<file path="src/rtl/fir_coef_loader.sv">
// Coefficient loader for the tapped-delay FIR: stages DELAYS+1 words in a shadow bank and swaps them onto b atomically.
// Optional trailing checksum word enabled by defining FIR_COEF_CHECKSUM_EN.
module fir_coef_loader #(
  parameter int DELAYS = 3,
  parameter int N      = 32
) (
  input  logic                    clk,
  input  logic                    rst,
  input  logic                    start,
  input  logic                    abort,
  input  logic [N-1:0]            coef_in,
  input  logic                    coef_valid,
  output logic                    coef_ready,
  output logic [(DELAYS+1)*N-1:0] b,
  output logic                    busy,
  output logic                    done,
  output logic                    err
);

  localparam int IDX_W = (DELAYS > 0) ? $clog2(DELAYS + 1) : 1;
  localparam logic [IDX_W-1:0] LAST_IDX = IDX_W'(DELAYS);

  typedef enum logic [1:0] {
    IDLE   = 2'd0,
    LOAD   = 2'd1,
`ifdef FIR_COEF_CHECKSUM_EN
    CHECK  = 2'd2,
`endif
    COMMIT = 2'd3
  } state_t;

  state_t           state_reg, state_next;
  logic [IDX_W-1:0] index_reg, index_next;
  logic [N-1:0]     shadow_word [0:DELAYS];
  logic             shadow_wr;
  logic             commit;
  logic             done_reg;

`ifdef FIR_COEF_CHECKSUM_EN
  logic [N-1:0] shadow_sum;
  logic         err_next;
  logic         err_reg;

  // Modulo-2^N sum of the staged bank; truncation comes from the accumulator width.
  always_comb begin
    shadow_sum = '0;
    for (int i = 0; i <= DELAYS; i++) begin
      shadow_sum = shadow_sum + shadow_word[i];
    end
  end
`endif

  always_comb begin
    state_next = state_reg;
    index_next = index_reg;
    shadow_wr  = 1'b0;
    commit     = 1'b0;
    coef_ready = 1'b0;
`ifdef FIR_COEF_CHECKSUM_EN
    err_next   = 1'b0;
`endif
    case (state_reg)
      IDLE: begin
        if (start && !abort) begin
          state_next = LOAD;
          index_next = '0;
        end
      end
      LOAD: begin
        coef_ready = 1'b1;
        // abort wins over a transfer presented on the same edge
        if (abort) begin
          state_next = IDLE;
        end else if (coef_valid) begin
          shadow_wr = 1'b1;
          if (index_reg == LAST_IDX) begin
`ifdef FIR_COEF_CHECKSUM_EN
            state_next = CHECK;
`else
            state_next = COMMIT;
`endif
          end else begin
            index_next = index_reg + IDX_W'(1);
          end
        end
      end
`ifdef FIR_COEF_CHECKSUM_EN
      CHECK: begin
        coef_ready = 1'b1;
        if (abort) begin
          state_next = IDLE;
        end else if (coef_valid) begin
          if (coef_in == shadow_sum) begin
            state_next = COMMIT;
          end else begin
            err_next   = 1'b1;
            state_next = IDLE;
          end
        end
      end
`endif
      COMMIT: begin
        commit     = 1'b1;
        state_next = IDLE;
      end
      default: state_next = IDLE;
    endcase
  end

  always_ff @(posedge clk or posedge rst) begin
    if (rst) begin
      state_reg <= IDLE;
      index_reg <= '0;
      done_reg  <= 1'b0;
    end else begin
      state_reg <= state_next;
      index_reg <= index_next;
      done_reg  <= commit;
    end
  end

`ifdef FIR_COEF_CHECKSUM_EN
  always_ff @(posedge clk or posedge rst) begin
    if (rst) begin
      err_reg <= 1'b0;
    end else begin
      err_reg <= err_next;
    end
  end
  assign err = err_reg;
`else
  assign err = 1'b0;
`endif

  // One shadow slot and one live slot per coefficient; live slots only change on commit.
  genvar gi;
  generate
    for (gi = 0; gi <= DELAYS; gi++) begin : g_slot
      logic [N-1:0] shadow_q;
      logic [N-1:0] live_q;

      always_ff @(posedge clk or posedge rst) begin
        if (rst) begin
          shadow_q <= '0;
        end else if (shadow_wr && (index_reg == IDX_W'(gi))) begin
          shadow_q <= coef_in;
        end
      end

      always_ff @(posedge clk or posedge rst) begin
        if (rst) begin
          live_q <= '0;
        end else if (commit) begin
          live_q <= shadow_q;
        end
      end

      assign shadow_word[gi]  = shadow_q;
      assign b[gi*N +: N]     = live_q;
    end
  endgenerate

  assign busy = (state_reg != IDLE);
  assign done = done_reg;

endmodule

</file>
<file path="config.mk">
export PLATFORM = sky130hd
export DESIGN_NAME = fir_coef_loader
export DESIGN_NICKNAME = d
export VERILOG_FILES = /design/src/rtl/fir_coef_loader.sv
export SDC_FILE = /design/constraint.sdc
export NUM_CORES = 1
export LEC_CHECK = 0
export ABC_AREA = 0
export CORE_MARGIN = 2
export CORE_UTILIZATION = 31
export DETAILED_ROUTE_END_ITERATION = 10
export HOLD_SLACK_MARGIN = 0.1
export PLACE_DENSITY = 0.52
export SETUP_SLACK_MARGIN = 0.15
export SYNTH_ARGS = -nofsm -noshare
export SYNTH_HDL_FRONTEND = slang
export SYNTH_SLANG_ARGS = --single-unit
</file>
<file path="constraint.sdc">
create_clock -name clk -period 18 [get_ports clk]
set_input_delay 5.4 -clock clk [delete_from_list [all_inputs] [get_ports clk]]
set_output_delay 5.4 -clock clk [all_outputs]
set_load 0.05 [all_outputs]
</file>
==> summary.txt <==
status: finished clean
highest clock rate: 129.6 MHz
clock buffer count from CTS: 28
commonest cells in the netlist: 261 x dfrtp_1, 249 x mux2_2, 9 x buf_2
initial antenna violation count: 0
asr flop ratio synth: 100.0%
PD cells: 131.3 nW/um2
Final Net Count: 787
critical path's slowest cell: buf_4
largest family of logic cells by synthesized area: multiplexers
Hold Path Class: register to register
core area: 31,470 um2
DR iter-0 viols: 201
crit-path most repeated cell: buf_4
Antenna Cells: 0
worst vdd ir: 72.92 uV
Post-Synth XOR/XNOR Area: 0%
Worst EP arrival: 8.27 ns
Tot GR Track Use: 13.05%
TritonCTS clock tree: built
I/O Pins: 169
Fill cells: 2,841
Congestion Overflow GR: 0
WP data required: 18.55 ns
count leader, synth: dfrtp_1
Chip Height: 182.6 um
Logic pwr share: 17.5%
detailed placement HPWL: 13,720 um
drt drc: 0
Area contributors post-synth: dfrtp_1 66%, mux2_2 28%, mux2_4 1.1%, buf_6 0.91%, clkbuf_8 0.56%
Seq/Total Area, Yosys: 66.07%
row cnt: 65
Clock power frac: 34.9%
Final Hold Fails: 0
Worst Slack Setup Final: 10.28 ns
Max-Cap Viols: 0
yosys warns: 0
RSZ-0062 raised after global routing: no
Design Power: 1.685 mW
total vias in the final route: 5,298
Worst Skew: 0.007819 ns
largest net degree at the start of global routing: 114
Yosys reg bits: 261
pre-CTS setup slack: 9.567 ns
Worst Setup Start Kind: input pin
Synth Area in Compound Gates: 0.3924%
Synth Instances: 571
Post-synth top flop: dfrtp_1
CTS Hold Buffers Added: 0
Root Driver: clkbuf_16
# setup viols final: 0
crit-path max cell delay: 0.87 ns
Setup CP Type: input pin to async pin
area share of the leading cell type in the synthesized netlist: 66.07%
CP Cell Sequence: clkdlybuf4s50_1 -> inv_8 -> buf_4 -> buf_4
Simple-Gate Fraction of Synth Area: 1.038%
Regs by FF count: g_slot.live_q x128, g_slot.shadow_q x128
Net Sw Frac: 25.93%
Sum Neg Setup Slack: 0 ns
global-route wire length before repair: 34,000 um
Slew headroom: 32.69%
sequential power share: 47.6%
Max clock buf depth: 3
Leakage: 6.096 nW
clk_lat worst skew: 0.53 ns
Reg clk slew, reported paths: 0.06 ns
fraction of layout cells with a size suffix above 1: 40.89%
antenna viol nets, final: 0
first-pass iteration count of the detailed router: 4
Crit Path Max Fanout: 113
Final Cycle Share: 42.88%
EDFF count, synth: 0
Post-Syn Area per Cell: 17.31 um2
post-layout min period: 7.718 ns
routed wire length: 21,500 um
H-tree levels: 1
Port Buffer Count: 167
Post-CTS Setup Bufs: 0
die width: 182.6 um
Syn Nets: 612
Net Sw Power: 0.4368 mW
Area Overhead vs Synth: 29.82%
Worst setup EP type: async pin
clock sink count: 261
Post-CTS Resized: 0
Tightest Pin Transition: 1.010 ns
Internal Power: 1.248 mW
RePlAce Congestion: 0.7034
multiplexer area fraction after synthesis: 29.43%
Initial Util: 31.41%
count of cell types in the netlist: 24
DR vias/cell: 4.528
die area: 33,330 um2
WL/cell: 18.37 um
Adder-Cell Fraction of Synth Area: 0.5063%
number of global-route vias before repair: 5,984
Mapped Area: 9886 um2
Yosys top cell by area: dfrtp_1
Pins Over Slew Limit: 0
## cells by family (layout without fill, tap and decap cells)
family	Yosys count	in the layout
compound gates	5	5
fa+ha+maj	4	4
buf+inv	32	229
flops	261	261
mux	256	256
other cells	1	1
simple gates	12	12
## critical path, delay by kind of cell
family | cells | cell delay (ns)
buffers and inverters | 4 | 2.71
## per-stage QoR
step	cell area [um2]	instances	util, %	hold slack (ns)
6_report	12830	1170	40.78	0.4961
5_1_grt	12830	1170	40.78	0.5095
4_1_cts	12830	1170	40.78	0.4995
3_5_place_dp	11870	1118	37.72	0.4853
3_3_place_gp	11870	1118	37.72	0.4799
2_1_floorplan	9886	571	-	0.4736
## power by group through the flow
stage	clock, mW	sequential [mW]	combinational (mW)
after global routing	0.633	0.821	0.317
final	0.589	0.801	0.295
after global placement	0	0.804	0.289
after detailed placement	0	0.812	0.299
after CTS	0.606	0.802	0.300
after floorplan	0	0.854	0.159
## cells in the final DEF, fill, tap and decap left out, types with 2 or more instances in the layout
| cell | instances |
|---|---|
| buf_4 | 4 |
| mux2_2 | 249 |
| mux2_4 | 7 |
| clkbuf_16 | 29 |
| inv_1 | 4 |
| ha_1 | 4 |
| dfrtp_1 | 261 |
| clkbuf_8 | 6 |
| nor2_1 | 2 |
| clkinv_2 | 5 |
| clkdlybuf4s50_1 | 167 |
| nand2_4 | 4 |
| clkbuf_1 | 8 |
| bufinv_16 | 3 |
## routing by layer
layer  up-vias  routed length, um  global-route usage (%)
li1       2363                  -                       -
met1      2766               9274                   16.56
met2       130              10240                   21.67
met3        39               1496                   3.772
met4         0                488                   3.839
met5         -                  0                       0
## area by class of cell
cell class / count / area (um2) / area share, %
Sequential cell: 261 / 6531 / 50.89
Multi-Input combinational cell: 278 / 3104 / 24.19
Timing Repair Buffer: 171 / 1702 / 13.26
Clock buffer: 43 / 838.3 / 6.532
Tap cell: 402 / 503.0 / 3.919
Clock inverter: 9 / 122.6 / 0.9554
Inverter: 6 / 32.53 / 0.2535
## path summary, 6_finish.rpt
kind                                        endpoint  cells past startpoint  slack (ns)              startpoint
worst max-delay path            g_slot[2].live_q[26]                      4       10.28                     rst
worst min-delay path            g_slot[2].live_q[21]                      1        0.50  g_slot[2].shadow_q[21]
worst max register to register  g_slot[3].live_q[22]                      5       15.31            state_reg[0]
worst min register to register  g_slot[2].live_q[21]                      1        0.50  g_slot[2].shadow_q[21]
max in group clk                          coef_ready                      3       10.52            state_reg[0]
min in group asynchronous       g_slot[0].live_q[16]                      2        5.41                     rst
Note: power is estimated with default switching activity, not from simulation.
